[src/rtl/verifier_sequencer_pkg.sv]
// verifier_sequencer_pkg: shared state encoding and LED decode for the verifier sequencer
package verifier_sequencer_pkg;

    typedef enum logic [2:0] {
        IDLE   = 3'd0,
        PASS   = 3'd1,
        FAIL   = 3'd2,
        LOCKED = 3'd3,
        WON    = 3'd4
    } state_e;

    // Returns {red, green}; the two LEDs are never lit together.
    function automatic logic [1:0] led_pair(state_e s, logic blink_on);
        return (s == PASS || s == WON) ? 2'b01 :
               (s == LOCKED)           ? 2'b10 :
               (s == FAIL)             ? {blink_on, 1'b0} : 2'b00;
    endfunction

endpackage

[src/rtl/verifier_sequencer_if.sv]
// verifier_sequencer_if: strobe/flag inputs and LED/status outputs of the sequencer
//   master: drives check_valid, verifier, restart; observes LEDs and status
//   slave : the sequencer side
interface verifier_sequencer_if #(
    parameter int LEVEL_W = 2,
    parameter int ATT_W   = 2
);
    logic               check_valid;
    logic               verifier;
    logic               restart;
    logic               ledr_out;
    logic               ledg_out;
    logic [LEVEL_W-1:0] level;
    logic [ATT_W-1:0]   attempts_left;
    logic               level_up;
    logic               game_won;
    logic               locked;
    logic               busy;

    modport master (
        output check_valid, verifier, restart,
        input  ledr_out, ledg_out, level, attempts_left, level_up, game_won, locked, busy
    );

    modport slave (
        input  check_valid, verifier, restart,
        output ledr_out, ledg_out, level, attempts_left, level_up, game_won, locked, busy
    );
endinterface

[src/rtl/verifier_sequencer_phase_timer.sv]
// verifier_sequencer_phase_timer: CNT_W-bit up-counter that flags the last cycle of a phase
//   clear: restart at 0 (wins over en); en: count; limit: phase length; done: count == limit-1
//   The counter wraps to 0 on done so back-to-back phases need no extra clear.
module verifier_sequencer_phase_timer #(
    parameter int CNT_W = 26
) (
    input  logic             clk,
    input  logic             rst,
    input  logic             clear,
    input  logic             en,
    input  logic [CNT_W-1:0] limit,
    output logic             done
);
    logic [CNT_W-1:0] cnt_q, cnt_d;

    always_comb begin
        done  = en && (cnt_q == limit - 1'b1);
        cnt_d = clear ? '0 : en ? (done ? '0 : cnt_q + 1'b1) : cnt_q;
    end

    always_ff @(posedge clk) begin
        if (rst) cnt_q <= '0;
        else     cnt_q <= cnt_d;
    end
endmodule

[src/rtl/verifier_sequencer.sv]
// verifier_sequencer: samples the verifier flag, drives timed LED patterns, tracks level/attempts
//   clk, rst: clock and synchronous active-high reset
//   bus     : check_valid/verifier/restart in; LEDs, level, attempts_left, level_up,
//             game_won, locked, busy out
module verifier_sequencer
    import verifier_sequencer_pkg::*;
#(
    parameter int NUM_LEVELS   = 4,
    parameter int LEVEL_W      = 2,
    parameter int MAX_ATTEMPTS = 3,
    parameter int ATT_W        = 2,
    parameter int HOLD_CYCLES  = 25000000,
    parameter int BLINK_HALF   = 12500000,
    parameter int BLINK_COUNT  = 3,
    parameter int CNT_W        = 26
) (
    input  logic                   clk,
    input  logic                   rst,
    verifier_sequencer_if.slave    bus
);
    // blink_q counts half-phases: even = red on, odd = red off
    localparam int BW = $clog2(2 * BLINK_COUNT);
    localparam logic [BW-1:0]      BLINK_LAST = BW'(2 * BLINK_COUNT - 1);
    localparam logic [CNT_W-1:0]   HOLD_L     = CNT_W'(HOLD_CYCLES);
    localparam logic [CNT_W-1:0]   HALF_L     = CNT_W'(BLINK_HALF);
    localparam logic [LEVEL_W-1:0] LAST_LVL   = LEVEL_W'(NUM_LEVELS - 1);
    localparam logic [ATT_W-1:0]   ATT_MAX    = ATT_W'(MAX_ATTEMPTS);

    state_e             state_q, state_d;
    logic [LEVEL_W-1:0] level_q, level_d;
    logic [ATT_W-1:0]   att_q, att_d;
    logic [BW-1:0]      blink_q, blink_d;
    logic               level_up_q, level_up_d;
    logic               timer_done;

    // Any state change restarts the shared timer, so every phase begins at 0.
    verifier_sequencer_phase_timer #(.CNT_W(CNT_W)) u_timer (
        .clk   (clk),
        .rst   (rst),
        .clear (state_d != state_q),
        .en    (state_q == PASS || state_q == FAIL),
        .limit (state_q == PASS ? HOLD_L : HALF_L),
        .done  (timer_done)
    );

    always_comb begin
        state_d    = state_q;
        level_d    = level_q;
        att_d      = att_q;
        blink_d    = blink_q;
        level_up_d = 1'b0;
        if (bus.restart) begin
            state_d = IDLE;
            level_d = '0;
            att_d   = ATT_MAX;
            blink_d = '0;
        end else begin
            case (state_q)
                IDLE: if (bus.check_valid) begin
                    state_d = bus.verifier ? PASS : FAIL;
                    att_d   = bus.verifier ? att_q : att_q - 1'b1;
                    blink_d = '0;
                end
                PASS: if (timer_done) begin
                    state_d    = (level_q == LAST_LVL) ? WON : IDLE;
                    level_d    = (level_q == LAST_LVL) ? level_q : level_q + 1'b1;
                    att_d      = (level_q == LAST_LVL) ? att_q : ATT_MAX;
                    level_up_d = (level_q != LAST_LVL);
                end
                FAIL: if (timer_done) begin
                    blink_d = (blink_q == BLINK_LAST) ? '0 : blink_q + 1'b1;
                    state_d = (blink_q != BLINK_LAST) ? FAIL : (att_q == '0) ? LOCKED : IDLE;
                end
                default: ;
            endcase
        end
    end

    always_ff @(posedge clk) begin
        if (rst) begin
            state_q    <= IDLE;
            level_q    <= '0;
            att_q      <= ATT_MAX;
            blink_q    <= '0;
            level_up_q <= 1'b0;
        end else begin
            state_q    <= state_d;
            level_q    <= level_d;
            att_q      <= att_d;
            blink_q    <= blink_d;
            level_up_q <= level_up_d;
        end
    end

    assign {bus.ledr_out, bus.ledg_out} = led_pair(state_q, ~blink_q[0]);
    assign bus.level         = level_q;
    assign bus.attempts_left = att_q;
    assign bus.level_up      = level_up_q;
    assign bus.game_won      = (state_q == WON);
    assign bus.locked        = (state_q == LOCKED);
    assign bus.busy          = (state_q != IDLE);
endmodule

[src/flat_wrapper.sv]
// flat-port wrapper written by rule: the top's interface ports become plain ports
module verifier_sequencer_flat import verifier_sequencer_pkg::*;
#(
    parameter int NUM_LEVELS   = 4,
    parameter int LEVEL_W      = 2,
    parameter int MAX_ATTEMPTS = 3,
    parameter int ATT_W        = 2,
    parameter int HOLD_CYCLES  = 25000000,
    parameter int BLINK_HALF   = 12500000,
    parameter int BLINK_COUNT  = 3,
    parameter int CNT_W        = 26
)
  (clk, rst, bus_check_valid, bus_verifier, bus_restart, bus_ledr_out, bus_ledg_out, bus_level, bus_attempts_left, bus_level_up, bus_game_won, bus_locked, bus_busy);
  verifier_sequencer_if #(.LEVEL_W(LEVEL_W), .ATT_W(ATT_W)) bus_i ();
  input  logic clk;
  input  logic rst;
  input wire logic [$bits(bus_i.check_valid)-1:0] bus_check_valid;
  input wire logic [$bits(bus_i.verifier)-1:0] bus_verifier;
  input wire logic [$bits(bus_i.restart)-1:0] bus_restart;
  output wire logic [$bits(bus_i.ledr_out)-1:0] bus_ledr_out;
  output wire logic [$bits(bus_i.ledg_out)-1:0] bus_ledg_out;
  output wire logic [$bits(bus_i.level)-1:0] bus_level;
  output wire logic [$bits(bus_i.attempts_left)-1:0] bus_attempts_left;
  output wire logic [$bits(bus_i.level_up)-1:0] bus_level_up;
  output wire logic [$bits(bus_i.game_won)-1:0] bus_game_won;
  output wire logic [$bits(bus_i.locked)-1:0] bus_locked;
  output wire logic [$bits(bus_i.busy)-1:0] bus_busy;
  assign bus_i.check_valid = bus_check_valid;
  assign bus_i.verifier = bus_verifier;
  assign bus_i.restart = bus_restart;
  assign bus_ledr_out = bus_i.ledr_out;
  assign bus_ledg_out = bus_i.ledg_out;
  assign bus_level = bus_i.level;
  assign bus_attempts_left = bus_i.attempts_left;
  assign bus_level_up = bus_i.level_up;
  assign bus_game_won = bus_i.game_won;
  assign bus_locked = bus_i.locked;
  assign bus_busy = bus_i.busy;
  verifier_sequencer #(.NUM_LEVELS(NUM_LEVELS), .LEVEL_W(LEVEL_W), .MAX_ATTEMPTS(MAX_ATTEMPTS), .ATT_W(ATT_W), .HOLD_CYCLES(HOLD_CYCLES), .BLINK_HALF(BLINK_HALF), .BLINK_COUNT(BLINK_COUNT), .CNT_W(CNT_W)) u_core (.clk(clk), .rst(rst), .bus(bus_i));
endmodule
[config.mk]
export PLATFORM = sky130hd
export DESIGN_NAME = verifier_sequencer_flat
export DESIGN_NICKNAME = d
export VERILOG_FILES = /design/src/rtl/verifier_sequencer_pkg.sv /design/src/rtl/verifier_sequencer_if.sv /design/src/rtl/verifier_sequencer_phase_timer.sv /design/src/rtl/verifier_sequencer.sv /design/src/flat_wrapper.sv
export SDC_FILE = /design/constraint.sdc
export NUM_CORES = 1
export LEC_CHECK = 0
export ABC_CLOCK_PERIOD_IN_PS = 3200
export CORE_UTILIZATION = 50
export DETAILED_ROUTE_END_ITERATION = 16
export MAX_ROUTING_LAYER = met4
export PLACE_DENSITY = 0.7
export SETUP_SLACK_MARGIN = 0.05
export SLEW_MARGIN = 20
export SYNTH_ARGS = -nofsm -noshare
export SYNTH_HDL_FRONTEND = slang
export SYNTH_SLANG_ARGS = --single-unit
[constraint.sdc]
create_clock -name clk -period 3.2 [get_ports clk]
set_input_delay 0.64 -clock clk [delete_from_list [all_inputs] [get_ports clk]]
set_output_delay 0.64 -clock clk [all_outputs]
set_load 0.03 [all_outputs]
Word-level counts from Yosys, hierarchy flattened --
Index checks and enable logic that the tools add are counted.
Word-level totals: flip-flop bits (word level) 37, bits in latches 0, bits in writable memories 0, bits in read-only memories 0, input bits 5, output and inout port bits 10, logic and storage cells 67, memories 0
Cells by class: $add $sub $neg 5, multiply operators 0, div/mod/pow operators 0, order comparisons 0, eq/ne operators 15, shift operators 0, multiplexer cells 23, bitwise operators 4, reductions and logical operators 14
Operators with widths (count):
- $mux W3 | 9
- $add A26 B1 Y26 const B | 1
- $eq A26 B26 Y1 | 1
- $mux W26 | 1
- $sub A25 B1 Y26 const B | 1
- $mux W25 | 1
- $mux W2 | 9
- $pmux W3 S3 | 1
- $ne A2 B2 Y1 const B | 4
- $eq A3 B2 Y1 const B | 2
- $eq A3 B3 Y1 const B | 2
- $pmux W3 S2 | 1
- $reduce_and A3 Y1 | 2
- $reduce_and A5 Y1 | 1
- $ne A2 B1 Y1 const B | 2
- $not A1 Y1 | 4
- $pmux W2 S2 | 1
- $reduce_bool A2 Y1 | 2
- $reduce_or A2 Y1 | 2
- $reduce_or A4 Y1 | 1
- $add A3 B1 Y3 const B | 1
- $eq A3 B1 Y1 const B | 1
- $logic_not A3 Y1 | 1
- $ne A3 B3 Y1 | 1
- other kinds (8) | 9

Logic depth before layout (Yosys ltp) --
Gate-level depths: netlist (run 1).
depth after elaboration 10, gate-level depth with buffers 8

Cells and area by module --
A second synthesis (run 1) with hierarchy kept.
Unflattened totals: cells, all modules 355, area, all modules 2808.9 um^2
Modules (own cells, without submodules):
- verifier_sequencer_phase_timer | instances 1, cells each 264, area each 2113.3 um^2, seq. area each 520.5 um^2
- verifier_sequencer | instances 1, cells each 91, area each 695.7 um^2, seq. area each 220.2 um^2

Worst setup path after synthesis (run 1) --
No wires, ideal clock.
path kind reg-to-reg, start point register u_core.state_q[1], end point register u_core.u_timer.cnt_q[25], library setup time 0.070 ns, arrival time 2.326 ns, data required time 3.130 ns, path slack 0.805 ns, stages on the path, launching flop included 9, period minus slack after synthesis 2.395 ns, path through dfxtp_1 buf_2 xnor2_1 or4_1 buf_2 or4_1 clkbuf_1 or3_1 a21oi_1
On the way: cells in the longest elaborated chain, start to end 10, elaborated cells on any way between the ends 16
Ends and longest elaborated chain:
- from (decl) | RTL line verifier_sequencer.sv:29 | state_e state_q, state_d;
- from (signal assigned) | RTL line verifier_sequencer.sv:87 | state_q <= state_d;
- $eq A3 B1 Y1 | RTL line verifier_sequencer.sv:41, verifier_sequencer.sv:42, verifier_sequencer.sv:58
- $mux W25 | RTL line verifier_sequencer.sv:42 | .limit (state_q == PASS ? HOLD_L : HALF_L),
- $sub A25 B1 Y26 | RTL line verifier_sequencer_phase_timer.sv:17 | done = en && (cnt_q == limit - 1'b1);
- $eq A26 B26 Y1 | RTL line verifier_sequencer_phase_timer.sv:17
- $logic_and A1 B1 Y1 | RTL line verifier_sequencer_phase_timer.sv:17
- $mux W3, on equally long branches | RTL line verifier_sequencer.sv:70, verifier_sequencer.sv:64
- $pmux W3 S3 | RTL line verifier_sequencer.sv:58 | case (state_q)
- $mux W3 | RTL line verifier_sequencer.sv:52 | if (bus.restart) begin
- $ne A3 B3 Y1 | RTL line verifier_sequencer.sv:40 | .clear (state_d != state_q),
- $reduce_or A2 Y1 (no line)
- to (signal assigned) | RTL line verifier_sequencer_phase_timer.sv:23 | else cnt_q <= cnt_d;
- to (decl) | RTL line verifier_sequencer_phase_timer.sv:14 | logic [CNT_W-1:0] cnt_q, cnt_d;
Several ways; a longest one is shown, not always the timed one. A chain may end at the register's enable or synchronous reset.

Worst setup path in the final report (run 1) --
start point register u_core.state_q[2], end point output bus_ledg_out
On the way: cells in the longest elaborated chain, start to end 3, elaborated cells on any way between the ends 6
Ends and longest elaborated chain:
- $eq A3 B2 Y1, or another cell as far along | RTL line verifier_sequencer_pkg.sv:15 | (s == LOCKED) ? 2'b10 :
- $mux W2 / $logic_or A1 B1 Y1 (equally long branches) | RTL line verifier_sequencer_pkg.sv:15, verifier_sequencer_pkg.sv:14
- $mux W2 (*) | RTL line verifier_sequencer_pkg.sv:14 | return (s == PASS || s == WON) ? 2'b01 :
- to (decl) | RTL line flat_wrapper.sv:21 | output wire logic [$bits(bus_i.ledg_out)-1:0] bus_ledg_out;
Mark *: on every way between the ends. The rest lies on a longest branch, timed or not.

==> impl_metrics.py, run 1 <==
metrics = {
    "logic_synthesis": {
        "ys_seq_elements": 37,
        "synth_ff_type": "dfxtp_1",
        "synthTopCellsByArea": "dfxtp_1, nor2_1, xnor2_1",
        "syn-cell-area_mm2": 0.00206,
        "synth_cell_types": 44,
        "yosysTopAreaCell": "dfxtp_1",
        "yosysSeqAreaShare_pct": 35.9,
        "syn-instance-count": 257,
        "async_flop_share_pct": 0,
        "yosys_warnings": 0,
        "netlist.area_leader.share_pct": 35.9,
        "syn-num-nets": 265,
        "synth.avg_cell_area_um2": 8.03,
        "synth-edff-count": 0,
    },
    "global_route": {
        "met1_usage_pct": 34.6,
        "busiest_layer": "met1",
        "globalRoute.totalOverflow": 0,
        "grt_use_met3_pct": 4.48,
        "grt_max_degree": 20,
        "grt_first_pass_wirelength_um": 7670,
        "antenna_found_initial": 0,
        "grtUsageMet2_pct": 32.3,
        "grt_pass1_vias": 1664,
        "grt_usage_pct": 23.7,
    },
    "setup_path": {
        "cp-endpoint": "bus_ledg_out",
        "crit_type": "reg -> out",
        "arrival_ns": 2.15,
        "worstSetupStartpointType": "flop",
        "cp_slowest_cell": "clkdlybuf4s50_1",
        "cp.buffers_inverters": 1,
        "r2r-start": "u_core.state_q[2]",
        "cp-end-kind": "primary output",
        "path_delay_family": "buffers and inverters",
        "cp_cell_sequence": "or3b_2, o21ai_0, clkdlybuf4s50_1",
        "worst-r2r-setup-slack_ns": 0.63,
        "reg2reg_depth": 4,
        "crit_fanout": 19,
        "slowest_delay_ns": 0.68,
        "worstReg2RegEnd": "u_core.u_timer.cnt_q[25]",
        "cp.depth": 3,
        "cp-startpoint": "u_core.state_q[2]",
        "crit_required_ns": 2.56,
    },
    "sta": {
        "worst_slack_ns": 0.413,
        "finalCriticalPeriod_ns": 2.79,
        "finalSetupViolations": 0,
        "fin_worst_hold_slack_ns": 0.515,
        "worstMarginPinSlew_ns": 0.686,
        "fin_crit_sh_pct": 87.1,
        "drv_slew": 0,
        "finClkSkew_ns": 0.00509,
        "fmax_ghz": 0.359,
        "rsz0062_at_grt": "no",
        "hold_viol": 0,
        "relSlewSlack_pct": 53.9,
        "tns_ns": 0,
    },
    "cells_and_area": {
        "area_growth_pct": 13.9,
        "final_common_cell": "nor2_1",
        "antenna_cells": 0,
        "stdcell_count": 320,
        "post-route-util_pct": 61.9,
        "layout_common_cells": "nor2_1, dfxtp_1, nand2_1",
        "multi_input_area_mm2": 0.00125,
        "fillCellCount": 365,
        "layout-drive-gt1-share_pct": 7.72,
        "nets": 280,
        "seq_area_um2": 741,
    },
    "die": {
        "die_x_um": 66.2,
        "row_count": 22,
        "die-area_mm2": 0.00439,
        "start_util_pct": 54.3,
        "core_area_mm2": 0.00380,
        "ios": 15,
        "die_h_um": 66.2,
    },
    "clock_network": {
        "insertion_delay_ns": 0.29,
        "max-clock-path-buffers": 2,
        "cts_sinks": 37,
        "htree_levels": 2,
        "clock_tree.root_cell": "clkbuf_8",
        "cts_buffers": 5,
        "clk_pin_slew_worst_paths_ns": 0.07,
        "ctsResizeCount": 0,
        "hold_buffers": 0,
        "cts_tree": "built",
        "cts_setup_buffers": 0,
    },
    "drt": {
        "drc": 0,
        "post_drt_wl_per_cell_um": 14.4,
        "vias": 1853,
        "first_iter_violations": 112,
        "avgViaCountPerCell": 5.79,
        "final_antenna_net_count": 0,
        "wirelength_um": 4590,
        "dr.pass1.iters": 4,
    },
    "placement": {
        "pre_cts_ws_ns": 0.416,
        "place.gp.congestion": 0.848,
        "place_inst": 313,
        "dp_hpwl_um": 3400,
        "portBuffers": 14,
    },
    "min_path": {
        "hold_class": "reg -> reg",
    },
    "power_and_ir_drop": {
        "power.leakage_uw": 0.000762,
        "peakVddDrop_mv": 0.290,
        "power.density_mw_per_mm2": 368,
    },
    "job": {
        "drv_cap": 0,
    },
    "status": {
        "outcome": "complete, no violations",
    },
}
==> per-stage QoR <==
stage | cell area [µm²] | total power [µW]
floorplan | 2060 | 519
global placement | 2260 | 540
detailed placement | 2260 | 541
CTS | 2350 | 869
global route | 2350 | 896
finish | 2350 | 866
==> registers in the layout, indices dropped and copies added (netlist names) <==
name                      count
u_core.u_timer.cnt_q         26
u_core.blink_q                3
u_core.state_q                3
u_core.bus.attempts_left      2
u_core.bus.level              2
u_core.bus.level_up           1
==> tightest hold or removal path, stage by stage, from the launching register on <==
cell and delay [ns]:
dfxtp_1 0.33, o21ai_0 0.08, a21oi_1 0.06
==> cell type report <==
| type | count | area share (%) |
|---|---|---|
| Clock buffer | 6 | 3.51 |
| Clock inverter | 1 | 0.319 |
| Inverter | 6 | 0.958 |
| Multi-Input combinational cell | 202 | 53.3 |
| Sequential cell | 37 | 31.5 |
| Tap cell | 48 | 2.55 |
| Timing Repair Buffer | 20 | 7.88 |
==> synthesized netlist by cell type (all sizes together), types with 3 or more instances <==
library cell / count
dfxtp: 37
nor4: 4
nand4: 12
xnor2: 16
xor2: 8
a31oi: 3
or3: 6
nor4bb: 3
ha: 3
nand2b: 4
and4: 4
a21oi: 8
nand2: 21
nor2b: 3
mux2: 3
nor3: 10
inv: 6
clkbuf: 8
buf: 4
o21ai: 10
nor3b: 5
nor2: 39
nor4b: 3
nand3: 10
==> worst min-delay path by stage <==
stage / start / endpoint / slack [ns] / cells after the start
finish: u_core.u_timer.cnt_q[21] / u_core.u_timer.cnt_q[21] / 0.51 / 2
global route: u_core.u_timer.cnt_q[21] / u_core.u_timer.cnt_q[21] / 0.55 / 2
CTS: u_core.u_timer.cnt_q[21] / u_core.u_timer.cnt_q[21] / 0.52 / 2
detailed placement: u_core.u_timer.cnt_q[21] / u_core.u_timer.cnt_q[21] / 0.50 / 2
global placement: u_core.u_timer.cnt_q[21] / u_core.u_timer.cnt_q[21] / 0.49 / 2
floorplan: u_core.u_timer.cnt_q[25] / u_core.u_timer.cnt_q[25] / 0.47 / 2
==> report_power, final <==
group	switching (µW)	internal (µW)	total [µW]	leakage, µW
clock	165	170	335	0.0000433
sequential	3.89	464	467	0.000298
combinational	38.7	24.4	63.1	0.000421
total	208	658	866	0.000762
==> per-layer routing <==
| metal | up-vias | part of all wire (%) |
|---|---|---|
| met2 | 33 | 41 |
| li1 | 949 | - |
| met4 | 0 | 1.4 |
| met3 | 10 | 3.6 |
| met5 | - | 0 |
| met1 | 861 | 54 |
==> cells by family (layout without fill, tap and decap cells) <==
family	count (synthesis)	in the layout	synth area share [%]
muxes	5	5	2.61
AOI/OAI and AO/OA	32	32	9.76
xor gates and xnor gates	24	24	10.2
DFF	37	37	35.9
and+or+nand+nor	138	138	36.3
buffers and inverters	18	33	3.40
adders and majority gates	3	3	1.82
(Power assumes the default switching activity.)
==> run 2: changes to the inputs <==
Settings changed: CTS_CLUSTER_SIZE set to 20, SLEW_MARGIN 20 to unset.
==> results of run 2 <==
The final DEF is identical to that of run 1; final timing and power are the same.
==> run 3: changes to the inputs <==
Settings changed: MAX_ROUTING_LAYER met4 to unset.
==> run 3 against run 2 <==
Compared with the run above: critical path depth stayed put; global-route usage is 0.58 points lower; non-clock buffer count stayed put; largest cell class unchanged.
==> impl_metrics.py, run 3 (same netlist as run 1, synthesis figures left out) <==
metrics = {
    "min_path": {
        "min_from": "u_core.u_timer.cnt_q[21]",
        "holdPathStages": 2,
        "hold_end": "u_core.u_timer.cnt_q[21]",
        "hold_class": "reg -> reg",
    },
    "sta": {
        "rsz0062_at_grt": "no",
        "relSlewSlack_pct": 54.7,
        "drv_slew": 0,
        "tns_ns": 0,
        "finalSetupViolations": 0,
        "finClkSkew_ns": 0.00398,
        "fmax_ghz": 0.360,
        "fin_crit_sh_pct": 86.8,
        "worstMarginPinSlew_ns": 0.674,
        "finalCriticalPeriod_ns": 2.78,
        "hold_viol": 0,
    },
    "clock_network": {
        "cts_tree": "built",
        "cts_sinks": 37,
        "cts_setup_buffers": 0,
        "max-clock-path-buffers": 2,
        "cts_buffers": 5,
        "clock_tree.root_cell": "clkbuf_8",
        "ctsResizeCount": 0,
        "clk_pin_slew_worst_paths_ns": 0.07,
        "insertion_delay_ns": 0.28,
        "hold_buffers": 0,
        "htree_levels": 2,
    },
    "cells_and_area": {
        "antenna_cells": 0,
        "seq_area_um2": 741,
        "layout-drive-gt1-share_pct": 7.72,
        "area_growth_pct": 13.9,
        "reg.largest.list": "u_core.u_timer.cnt_q x26, u_core.blink_q x3, u_core.state_q x3",
        "largest_register_ffs": 26,
        "nets": 280,
        "regMostFlops": "u_core.u_timer.cnt_q",
        "stdcell_count": 320,
        "final_common_cell": "nor2_1",
        "multi_input_area_mm2": 0.00125,
        "fillCellCount": 365,
        "layout_common_cells": "nor2_1, dfxtp_1, nand2_1",
    },
    "die": {
        "start_util_pct": 54.3,
        "ios": 15,
        "core_area_mm2": 0.00380,
        "row_count": 22,
        "die-area_mm2": 0.00439,
        "die_x_um": 66.2,
        "die_h_um": 66.2,
    },
    "placement": {
        "place_inst": 313,
        "place.gp.congestion": 0.835,
        "portBuffers": 14,
        "dp_hpwl_um": 3400,
    },
    "drt": {
        "drc": 0,
        "vias": 1841,
        "final_antenna_net_count": 0,
        "wirelength_um": 4570,
        "first_iter_violations": 106,
        "avgViaCountPerCell": 5.75,
        "post_drt_wl_per_cell_um": 14.3,
        "dr.pass1.iters": 4,
    },
    "setup_path": {
        "crit_type": "reg -> out",
        "worstReg2RegEnd": "u_core.u_timer.cnt_q[25]",
        "r2r-start": "u_core.state_q[2]",
        "cp-end-kind": "primary output",
        "reg2reg_depth": 4,
        "worstSetupStartpointType": "flop",
        "worst-r2r-setup-slack_ns": 0.64,
        "crit_fanout": 19,
        "arrival_ns": 2.14,
        "crit_required_ns": 2.56,
    },
    "power_and_ir_drop": {
        "peakVddDrop_mv": 0.289,
        "power.density_mw_per_mm2": 367,
        "power.leakage_uw": 0.000762,
    },
    "global_route": {
        "grt_first_pass_wirelength_um": 7670,
        "grt_usage_pct": 23.1,
        "globalRoute.totalOverflow": 0,
        "grt_max_degree": 20,
        "grt_pass1_vias": 1663,
        "antenna_found_initial": 0,
    },
    "job": {
        "drv_cap": 0,
    },
    "status": {
        "outcome": "complete, no violations",
    },
}
-- run 3: layout make-up --
| cell class | count | share of cell area (%) |
|---|---|---|
| inverters | 6 | 0.958 |
| clock inverters | 1 | 0.319 |
| clock buffers | 6 | 3.51 |
| multi-input cells | 202 | 53.3 |
| well taps | 48 | 2.55 |
| repair buffers | 20 | 7.88 |
| flip-flops and latches | 37 | 31.5 |
-- run 3: through the flow --
| stage | utilization (%) | hold slack, ns | power (µW) | worst slack [ns] | area [µm²] |
|---|---|---|---|---|---|
| floorplan | - | 0.465 | 519 | 0.805 | 2060 |
| finish | 61.9 | 0.515 | 862 | 0.424 | 2350 |
| CTS | 61.9 | 0.516 | 869 | 0.420 | 2350 |
| detailed placement | 59.5 | 0.504 | 541 | 0.416 | 2260 |
| global route | 61.9 | 0.548 | 897 | 0.294 | 2350 |
| global placement | 59.5 | 0.488 | 540 | 0.482 | 2260 |
-- run 3: how the worst max path moves through the flow --
stage,from,to,slack (ns),cells past startpoint
global placement,bus_check_valid,u_core.u_timer.cnt_q[1],0.48,5
CTS,u_core.state_q[2],bus_ledg_out,0.42,3
floorplan,u_core.state_q[1],u_core.u_timer.cnt_q[25],0.80,8
detailed placement,bus_check_valid,u_core.u_timer.cnt_q[1],0.42,5
global route,u_core.state_q[2],bus_ledg_out,0.29,3
finish,u_core.state_q[2],bus_ledg_out,0.42,3
-- run 3: routing by layer --
layer  vias up  GRT usage, %  share of wire (%)  wire (µm)
met1       844          34.3                 50       2300
met3         2          6.03                6.0        276
met5         -             0                  0          0
li1        950             -                  -          -
met4         0          6.38               0.57         26
met2        45          32.4                 43       1960
-- run 3: critical path, cell delays in order (launching register included) --
cell and delay [ns]:
dfxtp_1 0.48, or3b_2 0.59, o21ai_0 0.10, clkdlybuf4s50_1 0.68
-- run 3: power by group --
| group | total (µW) | leakage [µW] | switching, µW | internal [µW] |
|---|---|---|---|---|
| Clock | 332 | 0.0000433 | 161 | 170 |
| Combinational | 63.0 | 0.000421 | 38.6 | 24.4 |
| Sequential | 468 | 0.000298 | 3.88 | 464 |
